[config.mk]
export PLATFORM = sky130hd
export DESIGN_NAME = pipe_skid_register
export DESIGN_NICKNAME = d
export VERILOG_FILES = /design/src/rtl/pipeline_types_pkg.sv /design/src/rtl/pipe_data_slot.sv /design/src/rtl/pipe_skid_register.sv
export SDC_FILE = /design/constraint.sdc
export NUM_CORES = 1
export LEC_CHECK = 0
export BUFFER_PORTS_ARGS = -buffer_cell sky130_fd_sc_hd__buf_2
export CORE_MARGIN = 1
export CORE_UTILIZATION = 55
export DETAILED_ROUTE_END_ITERATION = 10
export HOLD_SLACK_MARGIN = 0.06
export PLACE_DENSITY_LB_ADDON = 0.15
export SYNTH_ARGS = -nofsm -noshare
export SYNTH_HDL_FRONTEND = slang
export SYNTH_SLANG_ARGS = --single-unit
[constraint.sdc]
create_clock -name clk -period 7.5 [get_ports clk]
set_input_delay 2.25 -clock clk [delete_from_list [all_inputs] [get_ports clk]]
set_output_delay 2.25 -clock clk [all_outputs]
set_load 0.01 [all_outputs]
[src/rtl/pipeline_types_pkg.sv]
// Shared pipeline types: stage payload structs and the skid-register occupancy enum.
package pipeline_types;

  typedef enum logic [1:0] {
    SKID_EMPTY = 2'd0,
    SKID_ONE   = 2'd1,
    SKID_TWO   = 2'd2
  } skid_state_t;

  typedef struct packed {
    logic [31:0] pc;
    logic [31:0] instr;
    logic        valid;
  } storage_t;

  function automatic logic [1:0] skid_count(input skid_state_t s);
    case (s)
      SKID_ONE: return 2'd1;
      SKID_TWO: return 2'd2;
      default:  return 2'd0;
    endcase
  endfunction

endpackage

[src/rtl/pipe_data_slot.sv]
// One WIDTH-bit payload register: load-enabled, async reset and sync clear to RESET_DATA.
module pipe_data_slot #(
  parameter int unsigned      WIDTH      = 32,
  parameter logic [WIDTH-1:0] RESET_DATA = '0
) (
  input  logic             clk,
  input  logic             rst,
  input  logic             clear,
  input  logic             load,
  input  logic [WIDTH-1:0] d,
  output logic [WIDTH-1:0] q
);

  logic [WIDTH-1:0] data_q, data_d;

  always_comb begin
    data_d = data_q;
    if (clear)
      data_d = RESET_DATA;
    else if (load)
      data_d = d;
  end

  always_ff @(posedge clk or posedge rst) begin
    if (rst)
      data_q <= RESET_DATA;
    else
      data_q <= data_d;
  end

  assign q = data_q;

endmodule

[src/rtl/pipe_skid_register.sv]
// Valid/ready pipeline stage register; SKID=1 adds a second entry so in_ready is a pure state decode.
module pipe_skid_register
  import pipeline_types::*;
#(
  parameter int unsigned      WIDTH      = 32,
  parameter bit               SKID       = 1'b1,
  parameter logic [WIDTH-1:0] RESET_DATA = '0
) (
  input  logic             clk,
  input  logic             rst,
  input  logic             flush,
  input  logic             in_valid,
  output logic             in_ready,
  input  logic [WIDTH-1:0] in_data,
  output logic             out_valid,
  input  logic             out_ready,
  output logic [WIDTH-1:0] out_data,
  output logic [1:0]       count
);

  skid_state_t      state_q, state_d;
  logic             accept, take;
  logic             main_load, skid_load, clear;
  logic             ready_raw;
  logic [WIDTH-1:0] main_d, skid_data;

  // Skid mode never looks at out_ready here; single-entry mode passes it through.
  always_comb begin
    if (SKID)
      ready_raw = (state_q != SKID_TWO);
    else
      ready_raw = (state_q == SKID_EMPTY) | out_ready;
    in_ready = ready_raw & ~flush & ~rst;
  end

  assign out_valid = (state_q != SKID_EMPTY);
  assign count     = skid_count(state_q);
  assign accept    = in_valid & in_ready;
  assign take      = out_valid & out_ready;

  always_comb begin
    state_d   = state_q;
    main_load = 1'b0;
    skid_load = 1'b0;
    clear     = 1'b0;
    if (flush) begin
      state_d = SKID_EMPTY;
      clear   = 1'b1;
    end else begin
      case (state_q)
        SKID_EMPTY: begin
          if (accept) begin
            state_d   = SKID_ONE;
            main_load = 1'b1;
          end
        end
        SKID_ONE: begin
          if (accept && take) begin
            main_load = 1'b1;
          end else if (accept) begin
            if (SKID) begin
              state_d   = SKID_TWO;
              skid_load = 1'b1;
            end
          end else if (take) begin
            state_d = SKID_EMPTY;
          end
        end
        SKID_TWO: begin
          if (take) begin
            state_d   = SKID_ONE;
            main_load = 1'b1;
          end
        end
        default: state_d = SKID_EMPTY;
      endcase
    end
  end

  always_ff @(posedge clk or posedge rst) begin
    if (rst)
      state_q <= SKID_EMPTY;
    else
      state_q <= state_d;
  end

  // Draining from TWO promotes the skid entry; every other main load comes from the input.
  assign main_d = (state_q == SKID_TWO) ? skid_data : in_data;

  pipe_data_slot #(
    .WIDTH      (WIDTH),
    .RESET_DATA (RESET_DATA)
  ) u_main (
    .clk   (clk),
    .rst   (rst),
    .clear (clear),
    .load  (main_load),
    .d     (main_d),
    .q     (out_data)
  );

  if (SKID) begin : g_skid
    pipe_data_slot #(
      .WIDTH      (WIDTH),
      .RESET_DATA (RESET_DATA)
    ) u_skid (
      .clk   (clk),
      .rst   (rst),
      .clear (clear),
      .load  (skid_load),
      .d     (in_data),
      .q     (skid_data)
    );
  end else begin : g_no_skid
    assign skid_data = RESET_DATA;
  end

endmodule

# Word-level counts from Yosys, hierarchy flattened
# Index checks and enable logic that the tools add are counted.
[word_totals]
mem_bits_rw = 0
romBits = 0
out_inout_bits = 36
latchBits = 0
word_cells = 44
memories = 0
regBits = 66
[classes]
n_div = 0
shifts = 0
n_mux = 22
n_eq_ne = 7
magnitude_cmp = 0
add_sub_neg = 0
multipliers = 0
reduce_logical = 6
bitwise = 6
[ops]
columns = ["op", "count"]
rows = [
  ["$mux 32", 5],
  ["$mux 2", 6],
  ["$ne 3x3->1 const B", 3],
  ["$mux 1", 8],
  ["$pmux 2 s3", 1],
  ["$reduce_bool 2->1", 3],
  ["$and 1x1->1", 4],
  ["$ne 4x4->1 const B", 1],
  ["$pmux 2 s2", 1],
  ["$reduce_and 4->1", 1],
  ["$pmux 1 s3", 1],
  ["$eq 2x1->1 const B", 1],
  ["$eq 2x2->1 const B", 1],
  ["$logic_not 2->1", 1],
  ["$ne 2x2->1 const B", 1],
  ["$not 1->1", 2],
  ["$logic_and 1x1->1", 1],
]

# Depth between registers and ports, before layout
[logic_depth]
word_depth = 10
ltp_mapped = 5
mapped_depth_nobuf = 4

# Modules after synthesis
# From an unflattened synthesis, not the netlist that was laid out.
[hier_totals]
hier_cells = 263
hier_area_um2 = 3382.0
[modules_own_cells]
columns = ["mod", "instances", "area_each_um2", "cells_each"]
rows = [
  ["pipe_data_slot", 2, 1327.5, 104],
  ["pipe_skid_register", 1, 726.9, 55],
]

# Worst setup path before layout
# OpenSTA, ideal clock, no wires.
[synth_timing]
path_type = "input to output"
start = "in flush"
end = "out in_ready"
arrival_time_ps = 2738
n_path_buf = 1
required_ps = 5250
path_stages = 2
path_slack_ps = 2512
path_cell_list = "clkbuf_1 nor3_1"
[synth_via]
elab_chain_len = 3
[synth_lines]
columns = ["element", "line", "source"]
rows = [
  ["start, declared", "pipe_skid_register.sv:11", "input logic flush,"],
  ["$not 1->1", "pipe_skid_register.sv:33", "in_ready = ready_raw & ~flush & ~rst;"],
  ["$and 1x1->1 (2 in a row)", "pipe_skid_register.sv:33", ""],
  ["end, declared", "pipe_skid_register.sv:13", "output logic in_ready,"],
]
# Every way passes these cells.

# Worst setup path after layout
[layout_timing]
start = "in rst"
end = "out in_ready"
[layout_via]
elab_chain_len = 2
[layout_lines]
columns = ["element", "line", "source"]
rows = [
  ["start, declared", "pipe_skid_register.sv:10", "input logic rst,"],
  ["$not 1->1", "pipe_skid_register.sv:33", ""],
  ["$and 1x1->1", "pipe_skid_register.sv:33", ""],
]
# Every way passes these cells.

==> flow_summary.toml <==
[layout]
n_antenna_cell = 0
layout_commonest_cell = "buf_2"
multi_input_area_um2 = 1450
fin_nets = 402
fill_cells = 437
area_growth_pct = 16.3
drive_above_1_share_pct = 32.9
final_cell_mix = "buf_2, dfrtp_1, nand2b_1, o21ai_0, nor2_1"
register_area_um2 = 1650

[timing]
hold_violations = 0
period_minus_slack_ps = 4950
report.final.slew_viol_count = 0
period_share_pct = 66.0
fmax_mhz = 202
slew_headroom_pct = 36.9
setup_tns_ps = 0
fin_worst_skew_ps = 5.59
setup_viol = 0
worst_pin_slew_ps = 945
rsz0062_at_grt = "false"

[die]
core_um2 = 5570
die_w_um = 78.5
start_util_pct = 57.7
io_pins = 73
rows = 27
die_area_um2 = 6160
die_h_um = 78.5

[detailed_routing]
wl_per_cell_um = 14.0
drt-initial-drc-count = 121
drt_first_pass_iters = 4
via_per_inst = 5.28
remaining_drc_errors = 0
drtAntennaViolNets = 0
route.vias.total = 2324
routed_wl_um = 6170

[power_and_ir_drop]
clkPwrFrac_pct = 34.6
power_switching_uw = 175
p_total_uw = 704
swShare_pct = 24.8
power.density_nw_per_um2 = 188
cell_internal_pwr_uw = 529
ir_worst_vdd_mv = 0.104
power_frac_comb_pct = 12.2
seq_power_share_pct = 53.2
p_leak_nw = 1.64

[yosys]
synth_fp_nets = 337
synth_edf_count = 0
yosysWarningCount = 0
ys_dominant_reg_cell = "dfrtp_1"
syn_inst = 300
synth_seq_cells = 66
ys_seq_area_share_pct = 51.4
async_flop_share_pct = 100
syn_avg_cell_area_um2 = 10.7
synth_cell_types = 23
syn_area_um2 = 3220

[worst_setup_path]
crit_type = "input port to primary output"
crit_path_start = "rst"
rr_worst_depth = 4
rrSetupSlack_ps = 5230
endpoint_kind = "primary output"
cp-start-kind = "input port"
path_max_fanout = 5
cp-endpoint = "in_ready"
r2r-start = "state_q[0]"
critical_path_required_ps = 5250
r2r_end = "g_skid.u_skid.q[3]"
arrival_ps = 2700

[status]
run_status = "complete, no violations"

[cts]
cts_sinks = 66
cts-root-buf = "clkbuf_8"
clkTransAtPathRegs_ps = 60
clk_latency_ps = 320
postCtsSetupRepairBufs = 0
cts_tree = "done"
cts-root-to-sink-buffers = 2
cts-hold-fix-buffers = 0
cts_resized = 0
cts_made_buffers = 9
htree_levels = 3

[global_routing]
grt_max_degree = 68
grt_first_pass_wirelength_um = 10100
track_usage_pct = 21.2
antenna_found_initial = 0
overflow = 0
grt_pass1_vias = 2216

[flow_run]
drv_cap = 0

[min_path]
hold_path_class = "flop to flop"

[placement]
place_hpwl_um = 3840
gp_congestion = 0.700
port_buffers = 72
## worst max-delay path, stage by stage
cell	delay, ps
buf_2	130
nor3_1	160
buf_2	160
## power groups by stage
| stage | Combinational, mW | Clock (mW) | Sequential (mW) |
|---|---|---|---|
| final | 0.0857 | 0.244 | 0.375 |
| after global routing | 0.0947 | 0.266 | 0.376 |
| after CTS | 0.0871 | 0.251 | 0.375 |
| after detailed placement | 0.0869 | 0 | 0.381 |
| after global placement | 0.0854 | 0 | 0.381 |
| after floorplan | 0.0517 | 0 | 0.385 |
## Yosys cell counts, types with 2 or more instances
cell | instances | area share, %
buf_4 | 3 | 0.70
nor2_1 | 33 | 3.9
nor3_1 | 2 | 0.31
o21ai_0 | 33 | 5.1
buf_2 | 7 | 1.1
buf_6 | 3 | 1.1
a211oi_2 | 28 | 11
nand2b_1 | 33 | 6.4
nor2b_1 | 3 | 0.58
a211oi_1 | 4 | 0.93
clkbuf_1 | 10 | 1.2
dfrtp_1 | 66 | 51
mux2i_1 | 32 | 10
nand2_1 | 32 | 3.7
or2_2 | 2 | 0.39
a21oi_1 | 2 | 0.31
## flip-flops by register name (all words and copies together), names as in the netlist
signal           flops
g_skid.u_skid.q     32
u_main.q            32
state_q              2
## per-layer routing
layer	GRT usage (%)	share of wire [%]	routed length (um)	vias to the layer above
li1	-	-	-	1156
met1	29.0	48	2930	1100
met2	32.8	46	2840	62
met3	5.00	5.3	326	6
met4	7.78	0.97	60	0
met5	0	0	0	-
## cells by family (layout without fill, tap and decap cells)
kind of cell | after synthesis | in the layout | share of synthesized area [%]
mux | 32 | 32 | 9.96
flops | 66 | 66 | 51.4
simple gates | 109 | 109 | 16.4
compound gates | 69 | 69 | 18.1
buf+inv | 24 | 92 | 4.12
## area by class of cell
class | instances | area share [%]
flip-flops and latches | 66 | 44.1
multi-input cells | 210 | 38.6
repair buffers | 77 | 10.6
well taps | 72 | 2.41
clock buffers | 14 | 4.08
inverters | 1 | 0.100
## through the flow
step | worst slack [ps] | util (%) | hold slack [ps] | instance area, um2 | cells
after floorplan | 2510 | - | 515 | 3220 | 300
after global placement | 2560 | 64.4 | 528 | 3590 | 426
after detailed placement | 2550 | 64.4 | 536 | 3590 | 426
after CTS | 2550 | 67.1 | 547 | 3740 | 440
after global routing | 2510 | 67.1 | 571 | 3740 | 440
final | 2550 | 67.1 | 543 | 3740 | 440
## how the worst min path moves through the flow
stage | slack, ps | end | from | cells after the start
after detailed placement | 540 | g_skid.u_skid.q[21] | g_skid.u_skid.q[21] | 2
after global placement | 530 | g_skid.u_skid.q[6] | g_skid.u_skid.q[6] | 2
after floorplan | 520 | g_skid.u_skid.q[10] | g_skid.u_skid.q[10] | 2
final | 540 | g_skid.u_skid.q[21] | g_skid.u_skid.q[21] | 2
after global routing | 570 | g_skid.u_skid.q[26] | g_skid.u_skid.q[26] | 2
after CTS | 550 | g_skid.u_skid.q[21] | g_skid.u_skid.q[21] | 2
Power figures use the tool's default switching activity.
